--- config.mk ---
export PLATFORM = sky130hd
export DESIGN_NAME = systolic_feeder
export DESIGN_NICKNAME = d
export VERILOG_FILES = /design/src/rtl/systolic_pkg.sv /design/src/rtl/skew_lane_mux.sv /design/src/rtl/systolic_feeder.sv
export SDC_FILE = /design/constraint.sdc
export NUM_CORES = 1
export LEC_CHECK = 0
export BUFFER_PORTS_ARGS = -buffer_cell sky130_fd_sc_hd__buf_4
export CAP_MARGIN = 20
export CORE_ASPECT_RATIO = 2
export CORE_MARGIN = 2
export CORE_UTILIZATION = 52
export CTS_CLUSTER_DIAMETER = 30
export DETAILED_ROUTE_END_ITERATION = 8
export PLACE_DENSITY = 0.88
export SYNTH_ARGS = -nofsm -noshare
export SYNTH_HDL_FRONTEND = slang
export SYNTH_SLANG_ARGS = --single-unit
--- constraint.sdc ---
create_clock -name clk -period 3.5 [get_ports clk]
set_input_delay 0.875 -clock clk [delete_from_list [all_inputs] [get_ports clk]]
set_output_delay 0.875 -clock clk [all_outputs]
set_load 0.01 [all_outputs]
--- src/rtl/systolic_pkg.sv ---
// Shared types and defaults for the systolic array front end.
package systolic_pkg;

  localparam int unsigned MATRIX_SIZE = 3;
  localparam int unsigned DATA_WIDTH  = 8;
  localparam int unsigned STREAM_LEN  = 3 * MATRIX_SIZE - 1;

  typedef enum logic [1:0] {
    IDLE,
    LOAD,
    STREAM,
    DONE
  } feeder_state_e;

  // Number of enabled array cycles needed to skew in and drain an n x n product.
  function automatic int unsigned stream_len(input int unsigned n);
    return 3 * n - 1;
  endfunction

endpackage

--- src/rtl/skew_lane_mux.sv ---
// Picks element (t - LANE) of a buffered N-entry vector, or zero outside the skew window.
module skew_lane_mux #(
  parameter int unsigned N    = 3,
  parameter int unsigned DW   = 8,
  parameter int unsigned CW   = 4,
  parameter int unsigned LANE = 0
) (
  input  logic [CW-1:0]   t,
  input  logic [N*DW-1:0] vec,
  output logic [DW-1:0]   elem_c
);

  always_comb begin
    elem_c = '0;
    for (int unsigned e = 0; e < N; e++) begin
      if (t == CW'(LANE + e)) elem_c = vec[e*DW +: DW];
    end
  end

endmodule

--- src/rtl/systolic_feeder.sv ---
// Buffers one N x N operand pair slice by slice and streams it diagonally skewed into a systolic array.
module systolic_feeder #(
  parameter int unsigned MATRIX_SIZE = systolic_pkg::MATRIX_SIZE,
  parameter int unsigned DATA_WIDTH  = systolic_pkg::DATA_WIDTH
) (
  input  logic                              clk,
  input  logic                              rst_n,
  input  logic                              flush,
  input  logic                              vec_valid,
  output logic                              vec_ready,
  input  logic [MATRIX_SIZE*DATA_WIDTH-1:0] a_col,
  input  logic [MATRIX_SIZE*DATA_WIDTH-1:0] b_row,
  output logic [MATRIX_SIZE*DATA_WIDTH-1:0] left_data,
  output logic [MATRIX_SIZE*DATA_WIDTH-1:0] top_data,
  output logic                              array_en,
  output logic                              busy,
  output logic                              done
);

  import systolic_pkg::*;

  localparam int unsigned N      = MATRIX_SIZE;
  localparam int unsigned DW     = DATA_WIDTH;
  localparam int unsigned CW     = $clog2(3 * N);
  localparam int unsigned LAST_T = stream_len(N) - 1;

  feeder_state_e state_q, state_nxt;
  logic [CW-1:0] k_q, k_nxt, t_q, t_nxt;
  logic [DW-1:0] abuf_q [N][N];
  logic [DW-1:0] abuf_nxt [N][N];
  logic [DW-1:0] bbuf_q [N][N];
  logic [DW-1:0] bbuf_nxt [N][N];
  logic [N*DW-1:0] left_mux_c, top_mux_c;
  logic accept;
  logic ready_nxt, busy_nxt, en_nxt, done_nxt;

  assign accept = vec_valid && vec_ready;

  // Buffers with the incoming beat merged, so the first stream step sees it without a bubble.
  always_comb begin
    abuf_nxt = abuf_q;
    bbuf_nxt = bbuf_q;
    if (accept) begin
      for (int unsigned kk = 0; kk < N; kk++) begin
        if (k_q == CW'(kk)) begin
          for (int unsigned i = 0; i < N; i++) begin
            abuf_nxt[i][kk] = a_col[i*DW +: DW];
            bbuf_nxt[kk][i] = b_row[i*DW +: DW];
          end
        end
      end
    end
  end

  always_ff @(posedge clk) begin
    abuf_q <= abuf_nxt;
    bbuf_q <= bbuf_nxt;
  end

  always_comb begin
    state_nxt = state_q;
    k_nxt     = k_q;
    t_nxt     = t_q;
    unique case (state_q)
      IDLE: begin
        if (accept) begin
          if (N == 1) begin
            state_nxt = STREAM;
            k_nxt     = '0;
            t_nxt     = '0;
          end else begin
            state_nxt = LOAD;
            k_nxt     = k_q + CW'(1);
          end
        end
      end
      LOAD: begin
        if (accept) begin
          if (k_q == CW'(N - 1)) begin
            state_nxt = STREAM;
            k_nxt     = '0;
            t_nxt     = '0;
          end else begin
            k_nxt = k_q + CW'(1);
          end
        end
      end
      STREAM: begin
        if (t_q == CW'(LAST_T)) begin
          state_nxt = DONE;
          t_nxt     = '0;
        end else begin
          t_nxt = t_q + CW'(1);
        end
      end
      DONE:    state_nxt = IDLE;
      default: state_nxt = IDLE;
    endcase
    if (flush) begin
      state_nxt = IDLE;
      k_nxt     = '0;
      t_nxt     = '0;
    end
    ready_nxt = (state_nxt == IDLE) || (state_nxt == LOAD);
    busy_nxt  = (state_nxt == LOAD) || (state_nxt == STREAM);
    en_nxt    = (state_nxt == STREAM);
    done_nxt  = (state_nxt == DONE);
  end

  for (genvar g = 0; g < N; g++) begin : g_lane
    logic [N*DW-1:0] a_row, b_col;
    always_comb begin
      a_row = '0;
      b_col = '0;
      for (int unsigned e = 0; e < N; e++) begin
        a_row[e*DW +: DW] = abuf_nxt[g][e];
        b_col[e*DW +: DW] = bbuf_nxt[e][g];
      end
    end
    skew_lane_mux #(.N(N), .DW(DW), .CW(CW), .LANE(g)) u_left (
      .t(t_nxt), .vec(a_row), .elem_c(left_mux_c[g*DW +: DW])
    );
    skew_lane_mux #(.N(N), .DW(DW), .CW(CW), .LANE(g)) u_top (
      .t(t_nxt), .vec(b_col), .elem_c(top_mux_c[g*DW +: DW])
    );
  end

  always_ff @(posedge clk or negedge rst_n) begin
    if (!rst_n) begin
      state_q   <= IDLE;
      k_q       <= '0;
      t_q       <= '0;
      vec_ready <= 1'b1;
      busy      <= 1'b0;
      array_en  <= 1'b0;
      done      <= 1'b0;
      left_data <= '0;
      top_data  <= '0;
    end else begin
      state_q   <= state_nxt;
      k_q       <= k_nxt;
      t_q       <= t_nxt;
      vec_ready <= ready_nxt;
      busy      <= busy_nxt;
      array_en  <= en_nxt;
      done      <= done_nxt;
      left_data <= en_nxt ? left_mux_c : '0;
      top_data  <= en_nxt ? top_mux_c : '0;
    end
  end

endmodule

==> impl_metrics.csv, run 1 <==
group,metric,value,unit
cts,clock_path_buffers,3,
drt,final_antenna_net_count,0,
flow_run,drv_cap,0,
global_route,grt_pass1_wl,31900,µm
sta,rsz0062_at_grt,"no",
place,dpl.hpwl,13200,µm
synthesis,synth_edf_count,0,
power_and_ir_drop,p_sw,1.86,mW
drt,firstDrtPassIters,4,
cts,clock-root-buffer,"clkbuf_16",
worst_setup_path,arrival,3550,ps
power_and_ir_drop,switching_share,0.267,
power_and_ir_drop,pwr-share-comb,0.212,
floorplanning,start_util,0.530,
finish,syn2layout_area_growth,20.1,%
worst_setup_path,crit_type,"register to register",
finish,nFillCells,1209,
global_route,antenna_found_initial,0,
finish,drive_gt1_frac,0.391,
sta,hold_viol_final,0,
synthesis,synth_ff_type,"dfxtp_1",
drt,drt-total-wl,20100,µm
sta,fin_hold_ws,447,ps
cts,cts_tree,"built",
power_and_ir_drop,power.density,696,mW/mm²
sta,period_minus_slack,3120,ps
synthesis,syn_area_per_cell,11.5,µm²
synthesis,synth_cell_types,51,
power_and_ir_drop,p_int,5.10,mW
drt,vias,6044,
place,place_congestion,0.816,
drt,viasPerCell,5.85,
cts,numCtsBuffers,21,
synthesis,seq_area_frac_synth,0.534,
outcome,status,"completed",
synthesis,synthesis.area,0.00831,mm²
hold_path,hp-class,"register to register",
synthesis,yosysWarnings,0,
worst_setup_path,path_max_fanout,13,
global_route,grt_overflow,0,
worst_setup_path,critPathCaptureType,"register",
cts,clkTransAtPathRegs,60,ps
place,place_inst,995,
floorplanning,pin_count,104,
finish,multi_input_comb_area,0.00361,mm²
finish,final_common_cell,"dfxtp_1",
drt,drc,0,
sta,setup_viol,0,
finish,ff_latch_area,0.00444,mm²
floorplanning,die_y,183,µm
cts,cts_max_level,1,
power_and_ir_drop,peakVddDrop,0.000565,V
finish,diodes,0,
global_route,grt.total_usage,0.235,
power_and_ir_drop,power_frac_clock,0.310,
synthesis,ys_async_sr_fraction,0.301,
sta,fin_skew,9.70,ps
floorplanning,core,0.0157,mm²
floorplanning,dieArea,0.0171,mm²
worst_setup_path,cp.required,3930,ps
finish,layout_common_cells,"dfxtp_1, mux2_2, buf_4",
sta,period_share,0.891,
cts,insertion_delay,490,ps
sta,setup-tns-final,0,ps
place,portBuffers,103,
global_route,first_global_vias,6405,
sta,relSlewSlack,0.412,
synthesis,synth_cells,722,
sta,tightest_slew,881,ps
cts,cts_sinks,206,
drt,wl_per_cell,19.4,µm
cts,cts_setup_buffers,0,
power_and_ir_drop,sequentialPowerShare,0.479,
drt,dr.first_iter.drc_count,314,
floorplanning,num_rows,65,
sta,drv_slew,0,
floorplanning,die_x,93.4,µm
power_and_ir_drop,p_leak,4.32,nW
synthesis,syn-num-nets,786,
finish,nets,882,
global_route,grt_max_degree,63,
synthesis,ys_ff_latch,206,
finish,final_cells,1033,
sta,max_freq,321,MHz
worst_setup_path,cp-start-kind,"register",
area by class of cell:
type,instances,share of cell area
Clock buffer,29,0.0596
Timing Repair Buffer,127,0.0984
Clock inverter,8,0.00677
Inverter,10,0.00376
Tap cell,201,0.0252
Sequential cell,206,0.444
Multi-Input combinational cell,452,0.362
worst max-delay path: stages (launching register included):
cell and delay [ps]:
dfrtp_1 410, inv_1 120, ha_1 210, nor3b_2 280, nand3_2 140, a21oi_1 170
o22ai_1 90, o21ai_0 230, ha_1 210, nor4b_4 310, nand2_4 200, buf_4 230
nor4_2 300, a31o_1 150
metrics by stage:
stage	utilization	worst slack, ps	area [µm²]	total power, mW
4_1_cts	0.635	233	9960	6.98
6_report	0.636	381	9980	6.95
2_1_floorplan	-	97.3	8310	4.42
3_3_place_gp	0.592	448	9300	4.71
5_1_grt	0.636	47.2	9980	7.28
3_5_place_dp	0.592	341	9300	4.83
synthesized netlist by cell type, types with 2 or more instances:
cell type	instances	area share
a31o_1	17	0.018
nand3_1	34	0.020
nor2_1	56	0.025
ha_1	12	0.018
nor4_2	18	0.027
o31a_1	16	0.017
clkbuf_1	18	0.0081
dfrtp_1	61	0.18
inv_1	9	0.0041
nand2_1	35	0.016
buf_4	4	0.0036
nand3b_1	2	0.0018
mux2_1	6	0.0081
nor2b_1	3	0.0023
a21oi_1	49	0.030
nor3_1	2	0.0012
mux2_2	125	0.17
buf_6	4	0.0054
o21ai_0	3	0.0018
a31oi_1	3	0.0023
o21a_1	16	0.014
a22o_1	2	0.0021
dfxtp_1	144	0.35
buf_2	20	0.012
buf_1	8	0.0036
nor4_1	30	0.023
metal layers:
layer / GRT usage / wire length (µm) / vias to the layer above
li1: - / - / 2785
met1: 0.238 / 6780 / 3022
met2: 0.458 / 11600 / 188
met3: 0.0374 / 1090 / 49
met4: 0.102 / 639 / 0
met5: 0 / 0 / -
final timing paths:
check | startpoint | end | slack (ps) | cells after the start
worst max-delay path | k_q[0]$_DFFE_PN0P_ | top_data[23]$_DFF_PN0_ | 380 | 13
worst min-delay path | abuf_q[69]$_DFF_P_ | abuf_q[69]$_DFF_P_ | 450 | 2
worst max register to register | k_q[0]$_DFFE_PN0P_ | top_data[23]$_DFF_PN0_ | 380 | 13
worst min register to register | abuf_q[69]$_DFF_P_ | abuf_q[69]$_DFF_P_ | 450 | 2
max in group asynchronous | rst_n | top_data[2]$_DFF_PN0_ | 2420 | 1
min in group asynchronous | rst_n | left_data[5]$_DFF_PN0_ | 470 | 1
logic make-up after synthesis:
logic type                 after synthesis  synth area share
buffers and inverters                   64            0.0373
muxes                                  132             0.179
DFF                                    206             0.534
AOI/OAI and AO/OA                      115            0.0997
adders and majority gates               12            0.0181
and+or+nand+nor                        192             0.132
xor gates and xnor gates                 1           0.00105
power groups by stage:
| stage | Clock, mW | Sequential [mW] | Combinational (mW) |
|---|---|---|---|
| after floorplan | 0 | 3.30 | 1.12 |
| after global placement | 0 | 3.32 | 1.38 |
| after detailed placement | 0 | 3.37 | 1.45 |
| after CTS | 2.18 | 3.33 | 1.47 |
| after global routing | 2.28 | 3.40 | 1.60 |
| final | 2.15 | 3.33 | 1.47 |
registers in the layout (all words and copies together) (netlist names):
signal	count
t_q	4
busy	1
abuf_q	72
left_data	24
array_en	1
top_data	24
state_q	2
bbuf_q	72
done	1
vec_ready	1
k_q	4
timing repair:
action                                 in CTS  in global routing
setup endpoints to repair                   0                  2
hold buffers                                0                  0
endpoints found under the hold margin       0                  0
gates resized for setup                     0                  2
No activity file was read; power rests on OpenSTA's default activity.
==> run 2: changes to the inputs <==
- REMOVE_ABC_BUFFERS: not set -> 1
==> impl_metrics.csv, run 2 (same netlist as run 1, synthesis figures left out) <==
group,metric,value,unit
worst_setup_path,critPathCaptureType,"register",
drt,viasPerCell,5.74,
finish,final_common_cell,"dfxtp_1",
sta,fin_skew,14.2,ps
global_route,grt_overflow,0,
floorplanning,die_y,183,µm
sta,drv_slew,0,
floorplanning,start_util,0.530,
drt,final_antenna_net_count,0,
place,portBuffers,103,
sta,worst_slack,466,ps
cts,cts_max_level,1,
place,place_congestion,0.847,
flow_run,drv_cap,0,
drt,drt-total-wl,19800,µm
place,pre_cts_ws,356,ps
cts,cts_tree,"built",
power_and_ir_drop,power_frac_clock,0.349,
worst_setup_path,arrival,3470,ps
sta,hold_viol_final,0,
finish,syn2layout_area_growth,21.5,%
floorplanning,die_x,93.4,µm
cts,clkTransAtPathRegs,60,ps
cts,numCtsBuffers,24,
global_route,grt.total_usage,0.233,
finish,nFillCells,1219,
drt,firstDrtPassIters,4,
power_and_ir_drop,peakVddDrop,0.000497,V
finish,drive_gt1_frac,0.395,
finish,top_regs,"abuf_q (72), bbuf_q (72)",
finish,layout_common_cells,"dfxtp_1, mux2_2, buf_4",
drt,vias,5956,
drt,dr.first_iter.drc_count,209,
sta,period_share,0.867,
sta,setup-tns-final,0,ps
drt,top_layer,"met4",
drt,wl_per_cell,19.1,µm
place,place_area,0.00926,mm²
cts,insertion_delay,500,ps
cts,clock_path_buffers,3,
cts,cts_sinks,206,
sta,max_freq,330,MHz
global_route,grt_max_degree,63,
sta,tightest_slew,921,ps
global_route,grt_pass1_wl,31500,µm
floorplanning,num_rows,65,
cts,cts_setup_buffers,0,
drt,drc,0,
cts,clock-root-buffer,"clkbuf_16",
cts,hold_buffers,0,
power_and_ir_drop,p_sw,1.94,mW
worst_setup_path,crit_type,"register to register",
sta,period_minus_slack,3030,ps
hold_path,hp-class,"register to register",
worst_setup_path,rr_worst_depth,13,
power_and_ir_drop,power.density,727,mW/mm²
drt,wl_met2,11300,µm
sta,relSlewSlack,0.386,
global_route,antenna_found_initial,1,
sta,rsz0062_at_grt,"no",
power_and_ir_drop,switching_share,0.264,
place,dpl.hpwl,12400,µm
cts,cts_resized,0,
finish,nets,882,
power_and_ir_drop,sequentialPowerShare,0.453,
finish,fin_area,0.0101,mm²
power_and_ir_drop,p_int,5.41,mW
floorplanning,dieArea,0.0171,mm²
global_route,first_global_vias,6452,
power_and_ir_drop,pwr-share-comb,0.198,
outcome,status,"completed",
worst_setup_path,path_max_fanout,32,
floorplanning,core,0.0157,mm²
sta,setup_viol,0,
worst_setup_path,cp.required,3930,ps
drt,route.met3.wl,636,µm
worst_setup_path,cp-start-kind,"register",
floorplanning,pin_count,104,
drt,wl_met1,7250,µm
hold_path,hold_path_depth,2,
power_and_ir_drop,p_leak,4.38,nW
[run 2: final timing paths]
check | from | endpoint | slack (ps)
worst max-delay path | k_q[0]$_DFFE_PN0P_ | left_data[23]$_DFF_PN0_ | 470
worst min-delay path | bbuf_q[65]$_DFF_P_ | bbuf_q[65]$_DFF_P_ | 450
worst max register to register | k_q[0]$_DFFE_PN0P_ | left_data[23]$_DFF_PN0_ | 470
worst min register to register | bbuf_q[65]$_DFF_P_ | bbuf_q[65]$_DFF_P_ | 450
max in group asynchronous | rst_n | top_data[11]$_DFF_PN0_ | 2390
min in group asynchronous | rst_n | busy$_DFF_PN0_ | 500
[run 2: routing by layer]
layer  GRT usage  vias up
li1            -     2788
met1       0.240     2973
met5           0        -
met4      0.0994        0
met3      0.0251       50
met2       0.459      145
[run 2: power groups by stage]
stage	clock network [mW]	registers (mW)	logic, mW
global route	2.69	3.39	1.60
finish	2.57	3.33	1.45
floorplan	0	3.30	1.10
detailed placement	0	3.37	1.42
CTS	2.60	3.33	1.45
global placement	0	3.32	1.36
[run 2: through the flow]
step / power (mW) / cells / hold slack (ps) / utilization
global route: 7.69 / 1038 / 473 / 0.643
floorplan: 4.40 / 668 / 418 / -
CTS: 7.38 / 1037 / 448 / 0.643
finish: 7.35 / 1038 / 449 / 0.643
global placement: 4.68 / 993 / 427 / 0.590
detailed placement: 4.79 / 993 / 431 / 0.590
[run 2: worst max-delay path: stages (launching register included)]
cell     delay, ps
dfrtp_1        410
inv_1          130
ha_1           210
nor3b_2        270
nand3_2        150
a21oi_1        170
o22ai_1         90
o21ai_1        250
ha_1           230
nor4b_4        240
nand2_2         70
buf_4          270
nor4_1         340
a31o_1         140
[run 2: cell type report]
class | count | area, µm² | area share
flip-flops and latches | 206 | 4440 | 0.439
multi-input cells | 452 | 3600 | 0.357
repair buffers | 124 | 931 | 0.0922
clock buffers | 28 | 657 | 0.0650
well taps | 201 | 251 | 0.0249
clock inverters | 16 | 181 | 0.0180
inverters | 10 | 37.5 | 0.00372
diodes | 1 | 2.50 | 0.000248
